<file path="config.mk">
export PLATFORM = sky130hd
export DESIGN_NAME = q_divider_seq_flat
export DESIGN_NICKNAME = d
export VERILOG_FILES = /design/src/rtl/q_divider_if.sv /design/src/rtl/q_divider_seq.sv /design/src/flat_wrapper.sv
export SDC_FILE = /design/constraint.sdc
export NUM_CORES = 1
export LEC_CHECK = 0
export BUFFER_PORTS_ARGS = -buffer_cell sky130_fd_sc_hd__buf_2
export CAP_MARGIN = 5
export CORE_UTILIZATION = 63
export CTS_CLUSTER_SIZE = 20
export DETAILED_ROUTE_END_ITERATION = 12
export PLACE_DENSITY = 0.83
export SYNTH_ARGS = -nofsm -noshare
export SYNTH_HDL_FRONTEND = slang
export SYNTH_SLANG_ARGS = --single-unit
export TNS_END_PERCENT = 50
</file>
<file path="constraint.sdc">
create_clock -name clk -period 6 [get_ports clk]
set_input_delay 1.2 -clock clk [delete_from_list [all_inputs] [get_ports clk]]
set_output_delay 1.2 -clock clk [all_outputs]
set_load 0.1 [all_outputs]
</file>
<file path="src/rtl/q_divider_if.sv">
// Start/done handshake bundle for the sequential Q-format divider.
// master drives the request side, slave (the divider) drives the result side.
interface q_divider_if #(
   parameter int N = 16
) ();
   logic         start;
   logic [N-1:0] dividend;
   logic [N-1:0] divisor;
   logic         busy;
   logic         done;
   logic [N-1:0] q;
   logic         overflow;
   logic         div_by_zero;

   modport master (
      output start, dividend, divisor,
      input  busy, done, q, overflow, div_by_zero
   );

   modport slave (
      input  start, dividend, divisor,
      output busy, done, q, overflow, div_by_zero
   );
endinterface

</file>
<file path="src/rtl/q_divider_seq.sv">
// Sequential signed Q-format divider: non-restoring, one quotient bit per cycle, 2N+2 cycle latency.
// Optional macro Q_DIVIDER_SAT_EN saturates the result on overflow; otherwise an overflowing result reads as zero.
module q_divider_seq #(
   parameter int N      = 16,
   parameter int SF_W   = 3,
   parameter int OUT_SF = 3
) (
   input  logic       clk,
   input  logic       reset,
   q_divider_if.slave io
);
   localparam int MW = N - SF_W;
   localparam int W2 = 2 * N;
   localparam int CW = $clog2(W2 + 1);
   localparam logic [W2-1:0]   POS_LIM  = W2'((64'd1 << (MW - 1)) - 64'd1);
   localparam logic [W2-1:0]   NEG_LIM  = W2'(64'd1 << (MW - 1));
   localparam logic [SF_W-1:0] OUT_SF_F = SF_W'(OUT_SF);
   localparam logic [SF_W:0]   OUT_SF_X = (SF_W + 1)'(OUT_SF);

   generate
      if (MW + OUT_SF + (1 << SF_W) - 1 > W2) begin : g_bad_width
         $error("q_divider_seq: aligned numerator does not fit in 2N bits");
      end
      if (OUT_SF >= (1 << SF_W)) begin : g_bad_out_sf
         $error("q_divider_seq: OUT_SF does not fit in the scale field");
      end
   endgenerate

   typedef enum logic [1:0] {IDLE, ALIGN, ITER, FINISH} state_t;

   state_t          state_q, state_d;
   logic [N-1:0]    a_q, a_d, b_q, b_d;
   logic            sign_q, sign_d;
   logic [W2-1:0]   num_q, num_d, den_q, den_d;
   logic [W2:0]     rem_q, rem_d;
   logic [CW-1:0]   cnt_q, cnt_d;
   logic [N-1:0]    q_q, q_d;
   logic            ovf_q, ovf_d;
   logic            dbz_q, dbz_d;
   logic            done_q, done_d;

   logic [MW-1:0]   m1, m2;
   logic [SF_W-1:0] s1, s2;
   logic [MW:0]     abs1, abs2;
   logic [SF_W:0]   nsh, dsh;
   logic [W2:0]     rem_sh, rem_nx;
   logic [W2-1:0]   qmag;
   logic            res_ovf;
   logic [MW-1:0]   res_mant;
   logic [N-1:0]    sat_word;

   // Operand decode and alignment shifts; abs is one bit wider so -2^(MW-1) survives.
   always_comb begin
      m1   = a_q[N-1:SF_W];
      s1   = a_q[SF_W-1:0];
      m2   = b_q[N-1:SF_W];
      s2   = b_q[SF_W-1:0];
      abs1 = m1[MW-1] ? -{1'b1, m1} : {1'b0, m1};
      abs2 = m2[MW-1] ? -{1'b1, m2} : {1'b0, m2};
      nsh  = (s2 > s1) ? OUT_SF_X + ({1'b0, s2} - {1'b0, s1}) : OUT_SF_X;
      dsh  = (s1 > s2) ? ({1'b0, s1} - {1'b0, s2}) : '0;
   end

   // One non-restoring step; qmag is the quotient after this step's bit lands.
   always_comb begin
      rem_sh   = {rem_q[W2-1:0], num_q[W2-1]};
      rem_nx   = rem_q[W2] ? rem_sh + {1'b0, den_q} : rem_sh - {1'b0, den_q};
      qmag     = {num_q[W2-2:0], ~rem_nx[W2]};
      res_ovf  = sign_q ? (qmag > NEG_LIM) : (qmag > POS_LIM);
      res_mant = sign_q ? -qmag[MW-1:0] : qmag[MW-1:0];
`ifdef Q_DIVIDER_SAT_EN
      sat_word = sign_q ? {1'b1, {(MW-1){1'b0}}, OUT_SF_F}
                        : {1'b0, {(MW-1){1'b1}}, OUT_SF_F};
`else
      sat_word = '0;
`endif
   end

   always_comb begin
      state_d = state_q;
      a_d     = a_q;
      b_d     = b_q;
      sign_d  = sign_q;
      num_d   = num_q;
      den_d   = den_q;
      rem_d   = rem_q;
      cnt_d   = cnt_q;
      q_d     = q_q;
      ovf_d   = ovf_q;
      dbz_d   = dbz_q;
      done_d  = 1'b0;

      case (state_q)
         IDLE: begin
            if (io.start) begin
               a_d     = io.dividend;
               b_d     = io.divisor;
               state_d = ALIGN;
            end
         end
         ALIGN: begin
            sign_d = m1[MW-1] ^ m2[MW-1];
            if (m2 == '0) begin
               q_d     = '0;
               ovf_d   = 1'b0;
               dbz_d   = 1'b1;
               done_d  = 1'b1;
               state_d = FINISH;
            end else begin
               num_d   = W2'(abs1) << nsh;
               den_d   = W2'(abs2) << dsh;
               rem_d   = '0;
               cnt_d   = CW'(W2);
               state_d = ITER;
            end
         end
         ITER: begin
            num_d = qmag;
            rem_d = rem_nx;
            cnt_d = cnt_q - CW'(1);
            // Result is registered on the last step so it is valid for the whole done cycle.
            if (cnt_q == CW'(1)) begin
               ovf_d   = res_ovf;
               dbz_d   = 1'b0;
               q_d     = res_ovf ? sat_word : {res_mant, OUT_SF_F};
               done_d  = 1'b1;
               state_d = FINISH;
            end
         end
         FINISH: begin
            state_d = IDLE;
         end
         default: begin
            state_d = IDLE;
         end
      endcase
   end

   always_ff @(posedge clk or posedge reset) begin
      if (reset) begin
         state_q <= IDLE;
         a_q     <= '0;
         b_q     <= '0;
         sign_q  <= 1'b0;
         num_q   <= '0;
         den_q   <= '0;
         rem_q   <= '0;
         cnt_q   <= '0;
         q_q     <= '0;
         ovf_q   <= 1'b0;
         dbz_q   <= 1'b0;
         done_q  <= 1'b0;
      end else begin
         state_q <= state_d;
         a_q     <= a_d;
         b_q     <= b_d;
         sign_q  <= sign_d;
         num_q   <= num_d;
         den_q   <= den_d;
         rem_q   <= rem_d;
         cnt_q   <= cnt_d;
         q_q     <= q_d;
         ovf_q   <= ovf_d;
         dbz_q   <= dbz_d;
         done_q  <= done_d;
      end
   end

   assign io.busy        = (state_q == ALIGN) || (state_q == ITER);
   assign io.done        = done_q;
   assign io.q           = q_q;
   assign io.overflow    = ovf_q;
   assign io.div_by_zero = dbz_q;
endmodule

</file>
<file path="src/flat_wrapper.sv">
// flat-port wrapper written by rule: the top's interface ports become plain ports
module q_divider_seq_flat 
#(
   parameter int N      = 16,
   parameter int SF_W   = 3,
   parameter int OUT_SF = 3
)
  (clk, reset, io_start, io_dividend, io_divisor, io_busy, io_done, io_q, io_overflow, io_div_by_zero);
  q_divider_if #(.N(N)) io_i ();
  input  logic clk;
  input  logic reset;
  input wire logic [$bits(io_i.start)-1:0] io_start;
  input wire logic [$bits(io_i.dividend)-1:0] io_dividend;
  input wire logic [$bits(io_i.divisor)-1:0] io_divisor;
  output wire logic [$bits(io_i.busy)-1:0] io_busy;
  output wire logic [$bits(io_i.done)-1:0] io_done;
  output wire logic [$bits(io_i.q)-1:0] io_q;
  output wire logic [$bits(io_i.overflow)-1:0] io_overflow;
  output wire logic [$bits(io_i.div_by_zero)-1:0] io_div_by_zero;
  assign io_i.start = io_start;
  assign io_i.dividend = io_dividend;
  assign io_i.divisor = io_divisor;
  assign io_busy = io_i.busy;
  assign io_done = io_i.done;
  assign io_q = io_i.q;
  assign io_overflow = io_i.overflow;
  assign io_div_by_zero = io_i.div_by_zero;
  q_divider_seq #(.N(N), .SF_W(SF_W), .OUT_SF(OUT_SF)) u_core (.clk(clk), .reset(reset), .io(io_i));
endmodule
</file>
# Word level (Yosys, flattened, before mapping)

Index checks and enable logic that the tools add are counted.

Register bits: 157
Input bits: 35
Output and inout bits: 20
Word-level logic and storage cells: 77

Add/sub/neg operators: 9
$lt $le $gt $ge: 4
Eq/ne operators: 8
Shift-type cells: 2
Muxes and demuxes: 30
Bitwise logic cells: 3
Reduce and logical (&&, ||, !) cells: 9

Operators by type and width:

| operator                                                         | count |
|---|---|
| 2-to-1 mux 33 bit                                                | 2 |
| one-hot mux 33 bit (2 select lines)                              | 1 |
| one-hot mux 32 bit (2 select lines)                              | 1 |
| << shifter 14 x 4 -> 32 bit                                      | 2 |
| 2-to-1 mux 16 bit                                                | 3 |
| adder 33 x 32 -> 33 bit                                          | 1 |
| subtractor 33 x 32 -> 33 bit                                     | 1 |
| greater-than comparator 32 x 12 -> 1 bit (second input constant) | 1 |
| greater-than comparator 32 x 13 -> 1 bit (second input constant) | 1 |
| 2-to-1 mux 32 bit                                                | 1 |
| one-hot mux 16 bit (2 select lines)                              | 1 |
| 2-to-1 mux 14 bit                                                | 2 |
| negator 14 bit                                                   | 2 |
| zero test 13 bit                                                 | 1 |
| 2-to-1 mux 13 bit                                                | 1 |
| negator 13 bit                                                   | 1 |
| one-hot mux 6 bit (2 select lines)                               | 1 |
| 2-to-1 mux 1 bit                                                 | 8 |
| 2-to-1 mux 4 bit                                                 | 2 |
| one-hot mux 2 bit (4 select lines)                               | 1 |
| AND reduction 2 bit                                              | 4 |
| subtractor 3 x 3 -> 4 bit                                        | 2 |
| == test 6 x 1 -> 1 bit (second input constant)                   | 1 |
| greater-than comparator 3 bit                                    | 2 |
| 15 further kinds                                                 | 22 |

# Depth between registers and ports, before layout

Depth after elaboration: 8
Gate-level depth with buffers: 23
Depth with buffers taken out: 20

# Least setup slack after synthesis

No wires, ideal clock.

Path type: reg2reg
Start point: reg u_core.den_q[12]
End point: reg u_core.q_q[11], in the netlist u_core.io.q[11]
Setup time: 0.129 ns
Data arrival time: 4.451 ns
Data required time: 5.871 ns
Path slack: 1.420 ns
Stages on the path, launching flop included: 22
Clock period less this slack: 4.580 ns
Cells stage by stage: dfrtp_1 or4_1 buf_2 nor4_4 and3_1 a31oi_1 xor2_1 ha_1 clkbuf_1 nand4_1 nor2_1 nand4_1 a2111o_1 and3_1 buf_6 or2_4 inv_2 ha_1 nand2b_1 o41ai_1 xor2_1 o21ai_0

Longest elaborated chain between the ends: 8

RTL lines:

| what                                                                           | RTL line                                 | source |
|---|---|---|
| from (decl)                                                                    | q_divider_seq.sv:34                      | `logic [W2-1:0] num_q, num_d, den_q, den_d;` |
| from (signal assigned)                                                         | q_divider_seq.sv:159                     | `den_q <= den_d;` |
| subtractor 33 x 32 -> 33 bit / adder 33 x 32 -> 33 bit (equally long branches) | q_divider_seq.sv:67                      | `rem_nx = rem_q[W2] ? rem_sh + {1'b0, den_q} : rem_sh - {1'b0, den_q};` |
| 2-to-1 mux 33 bit (*)                                                          | q_divider_seq.sv:67                      |  |
| inverter 1 bit (*)                                                             | q_divider_seq.sv:68                      | `qmag = {num_q[W2-2:0], ~rem_nx[W2]};` |
| greater-than comparator 32 x 12 -> 1 bit (tied with other cells)               | q_divider_seq.sv:69                      | `res_ovf = sign_q ? (qmag > NEG_LIM) : (qmag > POS_LIM);` |
| 2-to-1 mux 1 bit / 2-to-1 mux 13 bit (equally long branches)                   | q_divider_seq.sv:69, q_divider_seq.sv:70 |  |
| 2-to-1 mux 16 bit (*)                                                          | q_divider_seq.sv:125                     | `q_d = res_ovf ? sat_word : {res_mant, OUT_SF_F};` |
| 2-to-1 mux 16 bit (*)                                                          | q_divider_seq.sv:122                     | `if (cnt_q == CW'(1)) begin` |
| one-hot mux 16 bit (2 select lines) (*)                                        | q_divider_seq.sv:93                      | `case (state_q)` |
| to (signal assigned)                                                           | q_divider_seq.sv:162                     | `q_q <= q_d;` |
| to (decl)                                                                      | q_divider_seq.sv:37                      | `logic [N-1:0] q_q, q_d;` |

Mark *: on every way between the ends. The rest lies on a longest branch, timed or not. The select of a mux whose other input is x is not followed.
A chain may end at the register's enable or synchronous reset.

# Final worst setup path

Start point: reg u_core.den_q[2]
End point: reg u_core.q_q[11], in the netlist u_core.io.q[11]

Same word-level chain as after synthesis.

==> qor.yml <==
ios: 55
yosys.area_share.simple: 0.1766
die_h_um: 133.2
clockBufferDepth: 2
yosysTopAreaCellShare: 0.3510
synth_xor_area_frac: 0.06858
post_cts_buffers: 0
hold_path.class: "reg -> reg"
ys_seq_area_frac: 0.3510
holdPathStages: 2
std_cell_rows: 47
synth-compound-area-share: 0.2269
regArea_mm2: 0.003804
min_to: "u_core.io.q[6]"
holdCritStartpoint: "u_core.io.q[6]"
ctsHtreeMaxLevel: 4
fmax_mhz: 189.1
grt_setup_unrepaired: "no"
synthCells: 1246
endpoint_kind: "flip-flop"
reg2reg_slack_ns: 0.71
holdWs_ns: 0.4693
antenna_left: 0
area_delta_synth_final_pct: 8.393
die_w_um: 133.2
cts_tree: "done"
gp_congestion: 0.9339
place_hpwl_um: 18980
cts-root-buf: "clkbuf_16"
grt_pass1_wl_um: 45060
dieArea_mm2: 0.01773
drt_wl_total_um: 26930
clk_pin_slew_worst_paths_ns: 0.07
synthMuxAreaShare: 0.06731
syn_nets: 1332
relSlewSlack: 0.2291
worstReg2RegStart: "u_core.den_q[2]"
hold_buffers: 0
drive_gt1_frac: 0.1302
synth_top_family_by_area: "compound AO/OA/AOI/OAI gates"
antenna_found_initial: 0
fin_setup_tns_ns: 0
grt_pass1_vias: 8959
synth_flop_cell: "dfrtp_1"
ctsResizeCount: 0
crit_arrival_ns: 5.58
synth-adder-area-share: 0.06165
grt_max_degree: 105
yosys-top-cells-area: "dfrtp_1 (35%), ha_1 (5.4%), nand2_1 (4.5%)"
worst_r2r_path_depth: 19
grt_usage: 0.3153
portBuffers: 53
numCtsBuffers: 17
crit_type: "reg -> reg"
num_antenna_cells: 0
drt-met1-wl_um: 12340
start_kind: "flip-flop"
yosysTopAreaCell: "dfrtp_1"
cp_max_fo: 7
synth_edf_count: 0
numClockSinks: 152
overflow: 0
drt_iter0_drc: 1065
required_ns: 6.29
nNetsFinal: 1333
core_region_area_mm2: 0.01670
met3_length_um: 1772
drc: 0
highest_layer: "met4"
synth.avg_cell_area_um2: 8.698
r2r-end: "u_core.io.q[11]"
setup_violations: 0
fin_crit_ns: 5.288
multi_input_area_mm2: 0.006529
avgViaCountPerCell: 6.422
async_reset_ff_frac: 1.000
via_count: 9504
synth.distinct_cells: 83
worstSkewPairLatency_ns: 0.43
synth-seq-cells: 152
cap_violations: 0
worst_pin_slew_ns: 1.154
dr.pass1.iters: 6
synth_most_common_cell: "dfrtp_1"
wl_per_cell_um: 18.20
period_share: 0.8814
hold_viol: 0
synth_commonest_cells: "dfrtp_1 (152), nand2_1 (131), o21ai_0 (96)"
yosysWarnings: 0
fill_cells: 1315
wl_met2_um: 12370
status: "completed"
start_util: 0.6489
maxSlewViolCount: 0
netlist_area_mm2: 0.01084
skew_ns: 0.01252
metal layers:
| metal | GRT usage | up-vias |
|---|---|---|
| met5 | 0 | - |
| met4 | 0.07513 | 0 |
| met3 | 0.05479 | 53 |
| met2 | 0.4948 | 389 |
| met1 | 0.4558 | 4515 |
| li1 | - | 4547 |
sequential cells by signal, indices dropped and copies added, names as in the netlist:
| register | flops |
|---|---|
| u_core.rem_q | 33 |
| u_core.num_q | 32 |
| u_core.den_q | 29 |
| u_core.a_q | 16 |
| u_core.b_q | 16 |
| u_core.io.q | 14 |
| u_core.cnt_q | 6 |
| u_core.state_q | 2 |
| u_core.io.div_by_zero | 1 |
| u_core.io.done | 1 |
| u_core.io.overflow | 1 |
| u_core.sign_q | 1 |
cell type report:
class,count,area share
inverters,51,0.01672
multi-input cells,965,0.5558
flip-flops and latches,152,0.3238
clock inverters,10,0.01118
well taps,220,0.02343
clock buffers,22,0.04207
repair buffers,60,0.02705
worst max path at each step:
stage	to	startpoint	slack (ns)
2_1_floorplan	u_core.a_q[0]	reset	0.71
3_3_place_gp	u_core.io.q[11]	u_core.den_q[2]	0.91
3_5_place_dp	u_core.io.q[11]	u_core.den_q[2]	0.78
4_1_cts	u_core.io.q[11]	u_core.den_q[2]	0.77
5_1_grt	u_core.io.q[13]	u_core.den_q[2]	0.33
6_report	u_core.io.q[11]	u_core.den_q[2]	0.71
cell usage in the layout (no fill, tap or decap), types with 29 or more instances in the layout:
master	Yosys	routed
nor3_1	39	39
buf_2	8	53
inv_1	49	48
mux2i_1	29	29
a21oi_1	88	88
mux2_2	37	37
nand2_1	131	131
nor2_1	82	82
o21ai_0	96	96
dfrtp_1	152	152
ha_1	47	47
xor2_1	55	55
through the flow:
| step | area (µm²) | worst slack, ns | utilization | instances |
|---|---|---|---|---|
| global route | 11750 | 0.3263 | 0.7034 | 1480 |
| floorplan | 10840 | 0.7069 | - | 1246 |
| finish | 11750 | 0.7118 | 0.7034 | 1480 |
| CTS | 11750 | 0.7653 | 0.7034 | 1480 |
| detailed placement | 11120 | 0.7765 | 0.6659 | 1448 |
| global placement | 11120 | 0.9129 | 0.6659 | 1448 |
cells by family after synthesis:
family,count (synthesis)
other cells,1
fa+ha+maj,51
simple gates,388
flops,152
xor+xnor,84
buf+inv,129
mux,67
compound gates,374
worst max-delay path: stages (launching register included):
cell,delay [ns]
dfrtp_1,0.42
or4_1,0.56
nor4_1,0.56
and3_1,0.35
a21oi_1,0.13
a21o_1,0.20
xor2_1,0.14
ha_1,0.39
nand4_1,0.16
nor2_1,0.22
nand4_1,0.15
a2111o_1,0.36
and3_1,0.28
or2_4,0.27
inv_2,0.09
ha_1,0.17
nand2b_1,0.13
o41ai_1,0.31
xor2_1,0.17
o21ai_0,0.08
Power is left out: the tool's default activity adds up to more than one toggle a clock period on the data nets, which glitch-free logic cannot reach.
